$ cat config.mk
export PLATFORM = sky130hd
export DESIGN_NAME = mem_queue_arbiter
export DESIGN_NICKNAME = d
export VERILOG_FILES = /design/src/rtl/mem_queue_arbiter_pkg.sv /design/src/rtl/mem_queue_arbiter_rr_arbiter.sv /design/src/rtl/mem_queue_arbiter.sv
export SDC_FILE = /design/constraint.sdc
export NUM_CORES = 2
export LEC_CHECK = 0
export CORE_AREA = 2 2 746 748
export DETAILED_ROUTE_END_ITERATION = 8
export DIE_AREA = 0 0 748 750
export GPL_ROUTABILITY_DRIVEN = 0
export SLEW_MARGIN = 5
export SYNTH_ARGS = -nofsm -noshare
export SYNTH_HDL_FRONTEND = slang
export SYNTH_HIERARCHICAL = 1
export SYNTH_SLANG_ARGS = --single-unit
$ cat constraint.sdc
create_clock -name i_clk -period 5.6 [get_ports i_clk]
set_clock_uncertainty 0.05 [all_clocks]
set_input_delay 1.12 -clock i_clk [delete_from_list [all_inputs] [get_ports i_clk]]
set_output_delay 1.12 -clock i_clk [all_outputs]
set_load 0.05 [all_outputs]
$ cat src/rtl/mem_queue_arbiter_pkg.sv
// Shared constants and types for the mem queue port-A arbiter and its sibling pipeline arbiters.
package mem_queue_arbiter_pkg;

    localparam int READ_NUM_WIDTH = 8;
    localparam int MAX_READ       = 1 << READ_NUM_WIDTH;

    // Mem entry layout: {p_info, p_x2, p_x1, p_x0}, each field in a 64-bit lane.
    localparam int MEM_X_WIDTH    = 33;
    localparam int MEM_X0_LSB     = 0;
    localparam int MEM_X1_LSB     = 64;
    localparam int MEM_X2_LSB     = 128;
    localparam int MEM_INFO_WIDTH = 7;
    localparam int MEM_INFO0_LSB  = 192;
    localparam int MEM_INFO1_LSB  = 224;

    localparam int MAX_REQ        = 8;
    localparam int TAG_IDX_WIDTH  = $clog2(MAX_REQ);

    typedef struct packed {
        logic                     valid;
        logic [TAG_IDX_WIDTH-1:0] idx;
    } mem_tag_t;

endpackage

$ cat src/rtl/mem_queue_arbiter_rr_arbiter.sv
// Combinational round-robin picker: first set request at or after i_ptr, with wrap-around.
module mem_queue_arbiter_rr_arbiter
    import mem_queue_arbiter_pkg::*;
#(
    parameter int N  = 4,
    parameter int PW = (N > 1) ? $clog2(N) : 1
) (
    input  logic [N-1:0]  i_req,
    input  logic [PW-1:0] i_ptr,
    output logic [N-1:0]  o_gnt,
    output logic [PW-1:0] o_idx,
    output logic          o_any
);

    int w_j;

    always_comb begin
        o_gnt = '0;
        o_idx = '0;
        o_any = 1'b0;
        w_j   = 0;
        for (int k = 0; k < N; k++) begin
            w_j = int'(i_ptr) + k;
            if (w_j >= N) begin
                w_j = w_j - N;
            end
            if (!o_any && i_req[w_j]) begin
                o_any      = 1'b1;
                o_gnt[w_j] = 1'b1;
                o_idx      = PW'(w_j);
            end
        end
    end

endmodule

$ cat src/rtl/mem_queue_arbiter.sv
// Round-robin arbiter sharing RAM port A between pipeline requesters; returns tagged read data.
// Build option: define MEM_ARB_PRIO0_EN to give requester 0 absolute priority.
module mem_queue_arbiter #(
    parameter int NUM_REQ        = 4,
    parameter int READ_NUM_WIDTH = mem_queue_arbiter_pkg::READ_NUM_WIDTH,
    parameter int ADDR_WIDTH     = 7,
    parameter int DATA_WIDTH     = 256
) (
    input  logic                               i_clk,
    input  logic                               i_reset,
    input  logic                               i_stall,
    input  logic [NUM_REQ-1:0]                 i_req,
    input  logic [NUM_REQ-1:0]                 i_req_we,
    input  logic [NUM_REQ*READ_NUM_WIDTH-1:0]  i_req_read_num,
    input  logic [NUM_REQ*ADDR_WIDTH-1:0]      i_req_addr,
    input  logic [NUM_REQ*DATA_WIDTH-1:0]      i_req_data,
    output logic [NUM_REQ-1:0]                 o_gnt,
    output logic [NUM_REQ-1:0]                 o_rsp_valid,
    output logic [DATA_WIDTH-1:0]              o_rsp_data,
    output logic [READ_NUM_WIDTH-1:0]          o_mem_read_num_1,
    output logic                               o_mem_we_1,
    output logic [ADDR_WIDTH-1:0]              o_mem_addr_1,
    output logic [DATA_WIDTH-1:0]              o_mem_data_1,
    input  logic [DATA_WIDTH-1:0]              i_mem_q_1,
    output logic                               o_busy
);
    import mem_queue_arbiter_pkg::*;

    localparam int IW = (NUM_REQ > 1) ? $clog2(NUM_REQ) : 1;

    logic [NUM_REQ-1:0] w_rr_req;
    logic [NUM_REQ-1:0] w_rr_gnt;
    logic [IW-1:0]      w_rr_idx;
    logic               w_rr_any;
    logic               w_prio_win;
    logic [NUM_REQ-1:0] w_win_gnt;
    logic [IW-1:0]      w_win_idx;
    logic               w_win_any;

    logic [IW-1:0]      r_rr_ptr;
    mem_tag_t           r_tag1;
    mem_tag_t           r_tag2;

`ifdef MEM_ARB_PRIO0_EN
    // Requester 0 bypasses the ring; the others keep rotating among themselves.
    assign w_rr_req   = i_req & ~NUM_REQ'(1);
    assign w_prio_win = i_req[0];
`else
    assign w_rr_req   = i_req;
    assign w_prio_win = 1'b0;
`endif

    mem_queue_arbiter_rr_arbiter #(
        .N  (NUM_REQ),
        .PW (IW)
    ) u_rr (
        .i_req (w_rr_req),
        .i_ptr (r_rr_ptr),
        .o_gnt (w_rr_gnt),
        .o_idx (w_rr_idx),
        .o_any (w_rr_any)
    );

    always_comb begin
        w_win_gnt = w_rr_gnt;
        w_win_idx = w_rr_idx;
        w_win_any = w_rr_any;
        if (w_prio_win) begin
            w_win_gnt = NUM_REQ'(1);
            w_win_idx = '0;
            w_win_any = 1'b1;
        end
    end

    always_ff @(posedge i_clk) begin
        if (i_reset) begin
            o_gnt            <= '0;
            o_rsp_valid      <= '0;
            o_rsp_data       <= '0;
            o_mem_read_num_1 <= '0;
            o_mem_we_1       <= 1'b0;
            o_mem_addr_1     <= '0;
            o_mem_data_1     <= '0;
            r_rr_ptr         <= '0;
            r_tag1           <= '0;
            r_tag2           <= '0;
        end else begin
            o_gnt      <= '0;
            o_mem_we_1 <= 1'b0;
            r_tag1     <= '0;
            // Address/read-number hold while idle so the RAM just repeats a harmless read.
            if (!i_stall && w_win_any) begin
                o_gnt            <= w_win_gnt;
                o_mem_we_1       <= i_req_we[w_win_idx];
                o_mem_read_num_1 <= i_req_read_num[w_win_idx*READ_NUM_WIDTH +: READ_NUM_WIDTH];
                o_mem_addr_1     <= i_req_addr[w_win_idx*ADDR_WIDTH +: ADDR_WIDTH];
                o_mem_data_1     <= i_req_data[w_win_idx*DATA_WIDTH +: DATA_WIDTH];
                r_tag1.valid     <= ~i_req_we[w_win_idx];
                r_tag1.idx       <= TAG_IDX_WIDTH'(w_win_idx);
                if (!w_prio_win) begin
                    r_rr_ptr <= (w_win_idx == IW'(NUM_REQ-1)) ? '0 : w_win_idx + 1'b1;
                end
            end
            // Tag pipeline keeps moving under stall so in-flight reads always complete.
            r_tag2      <= r_tag1;
            o_rsp_valid <= '0;
            if (r_tag2.valid) begin
                o_rsp_valid <= NUM_REQ'(1) << r_tag2.idx;
                o_rsp_data  <= i_mem_q_1;
            end
        end
    end

    assign o_busy = r_tag1.valid | r_tag2.valid;

endmodule

==> results.md <==
- Share of cells above drive strength 1: between 10% and 20%
- Total gr overflow: 0
- Actual slew at the worst max-slew pin: ~1.3 ns
- Met2 usage: a little over a fifth
- Minimum clock period after layout: between 4 and 5 ns
- Final hold viol count: 0
- I/O Buffers: 1887
- Initial DRC Count: between 2000 and 2500
- Setup bufs post-CTS: 0
- Reg2reg setup slack: ~1 ns
- Via count: between 30000 and 40000
- Synthesized area: about 26000 sq um
- Met1 Use GR: about 14%
- Core area: approximately 550000 sq um
- CTS tree: done
- Global-route wire length before repair: about 470000 um
- Met3 global-route usage: 11.6%
- Normalized max-slew margin: 15.8%
- Clock slew at reported path FFs: roughly 0.05 ns
- Cts hold-fix bufs: 0
- Post-cts resize count: 0
- Worst Hold Class: flip-flop to flip-flop
- Largest net degree at the start of global routing: between 100 and 150
- Ys Warns: 6
- Capture point of the critical path: o_mem_data_1[178]
- Fillers: about 64000
- Pwr dens: between 500 and 600 nW/um^2
- Vias in the first global route: 28800
- GR Util All Layers: between 10 and 15%
- Netlist cell types: 38
- CP required: roughly 6.3 ns
- Unrepaired setup endpoints after global routing: false
- Setup TNS: 0 ns
- Initial antenna violation count: between 400 and 500
- Final cycle utilization of the critical path: around 80%
- DIE AREA: between 500000 and 600000 sq um
- Reg2Reg Capture Point: o_mem_data_1[178]
- CTS Root Cell: clkbuf_16
- Post-synth EDFFs: 0
- Maximum clock path buffer count: 4
- CTS sink count: ~540
- Max Transition Viols Final: 0
- Post-Syn Instances: between 2000 and 2500
- Top-count cell post-synth: mux2i_1
- Async set or reset register ratio after synthesis: 0%
- Largest cells by area after synthesis: dfxtp_1, mux2i_1, o22ai_2, a21o_1, nor2_1
- Status: completed
- Post-synthesis sequential area ratio: between 40 and 50%
- Die width: between 700 and 800 um
- CTS Buf Count: 86
- First-pass DRT Iterations: 5
- Fmax: about 220 MHz
- Die height: 750 um
- Synth Net Count: between 3000 and 4000
- Leakage power: between 20 and 25 nW
- Synth Flop Type: dfxtp_1
- DRC viols: 0
- Crit path launch type: flip-flop
- Crit path kind: flip-flop to flip-flop
- Depth of the CTS H-tree: 3
- Syn_area_per_cell: around 11 sq um
- Average wire per standard cell: roughly 35 um
- Total Routed Length: 413000 um
- Top cell type's share of synthesized area: 41.1%
- Worst Reg-to-Reg Cells: 12
- ANT nets after route: 0
- Final setup vio count: 0
- Initial Util: 4.78%
- Reg-to-Reg Start: r_rr_ptr[1]
- Layout Nets: around 5700
- Area grow syn2layout: 119%
- Io pins: 1888
- Clk_lat worst skew: around 0.80 ns
- Rows: ~270
- CP Data Arrival Time: approximately 5.3 ns
- Peak VDD IR: approximately 0.38 mV
- WHS: around 0.40 ns
- Maxcap violations: 0
- Synth area leader: dfxtp_1
- Drt via density: 2.60
- HPWL Detailed: 377000 um
- Critical path fanouts, max: 35
- Critical Path Start: r_rr_ptr[1]
- Seq cells post-synth: approximately 540
- Synth top cells by count: mux2i_1, dfxtp_1, a21o_1, nor2_1, o22ai_2
- Crit. End Element: flip-flop
- Grt peak-use layer: met2
## worst max-delay path: stages, from the launching register on
cell and delay (ns):
dfxtp_1 0.66, inv_1 0.25, ha_1 0.45, mux4_2 0.47, nor4b_4 0.42, nor2_1 0.10
a32o_1 0.47, or4b_4 0.68, buf_12 0.18, buf_12 0.23, buf_12 0.23, o22ai_2 0.12
a21o_1 0.10
## flip-flops by register name, indices dropped and copies added, names as in the netlist
name,count
o_gnt,4
o_mem_addr_1,7
o_mem_data_1,256
o_mem_read_num_1,8
o_mem_we_1,1
o_rsp_data,256
o_rsp_valid,4
r_rr_ptr,2
r_tag1,3
r_tag2,3
## placed cells by master, fill, tap and decap left out, drive strengths merged, types with 13 or more instances in the layout
cell           count
o22ai            270
a21o             270
clkinv            13
mux2i            801
clkdlybuf4s50   1834
nor2             264
dfxtp            544
clkbuf           117
buf              210
diode             79
## cell type report
class                           instances  area, sq um  share of cell area, %
Timing Repair Buffer                 2045        20300                   35.0
Inverter                                4         15.0                 0.0259
Clock buffer                          116         2390                   4.13
Sequential cell                       544        10900                   18.8
Antenna cell                           79          198                  0.341
Multi-Input combinational cell       1665        14600                   25.2
Clock inverter                         33          410                  0.708
Tap cell                             7314         9150                   15.8
## where the power goes
part	internal, W	total (W)	switching (W)	leakage, nW
sequential	0.00499	0.00568	0.000689	4.44
combinational	0.00663	0.0199	0.0133	15.1
clock	0.00332	0.00576	0.00244	1.37
## logic make-up (layout without fill, tap and decap cells)
logic type / Yosys count / after routing / synth area share (%)
compound gates: 558 / 558 / 19.0
fa+ha+maj: 9 / 9 / 0.425
buf+inv: 217 / 2198 / 4.06
flops: 544 / 544 / 41.1
mux: 808 / 808 / 30.8
other cells: 0 / 79 / 0
simple gates: 290 / 290 / 4.53
## stage by stage
| step | power (W) | worst slack [ns] | std cells | utilization [%] | cell area, sq um |
|---|---|---|---|---|---|
| floorplan | 0.0158 | 1.98 | 2426 | - | 26500 |
| global placement | 0.0260 | 0.569 | 11600 | 9.93 | 55000 |
| detailed placement | 0.0261 | 0.489 | 11600 | 9.93 | 55000 |
| CTS | 0.0321 | 0.958 | 11700 | 10.4 | 57800 |
| global route | 0.0329 | 0.823 | 11700 | 10.4 | 57900 |
| finish | 0.0314 | 0.986 | 11800 | 10.5 | 58000 |
## layer usage
layer | share of wire, % | wire, um | up-vias
met2 | 41 | 170000 | 2388
met4 | 5.1 | 21100 | 202
met3 | 18 | 76300 | 1023
met1 | 35 | 144000 | 14200
li1 | - | - | 12900
met5 | 0.32 | 1330 | -
## worst min-delay path by stage
stage | from | end | slack [ns] | cells after the start
floorplan | r_tag1[0] | r_tag2[0] | 0.36 | 1
global placement | o_mem_data_1[108] | o_mem_data_1[108] | 0.38 | 1
detailed placement | o_mem_data_1[15] | o_mem_data_1[15] | 0.39 | 1
CTS | o_mem_data_1[9] | o_mem_data_1[9] | 0.40 | 1
global route | o_mem_data_1[9] | o_mem_data_1[9] | 0.41 | 1
finish | o_mem_data_1[61] | o_mem_data_1[61] | 0.40 | 1
Power figures use the tool's default switching activity.
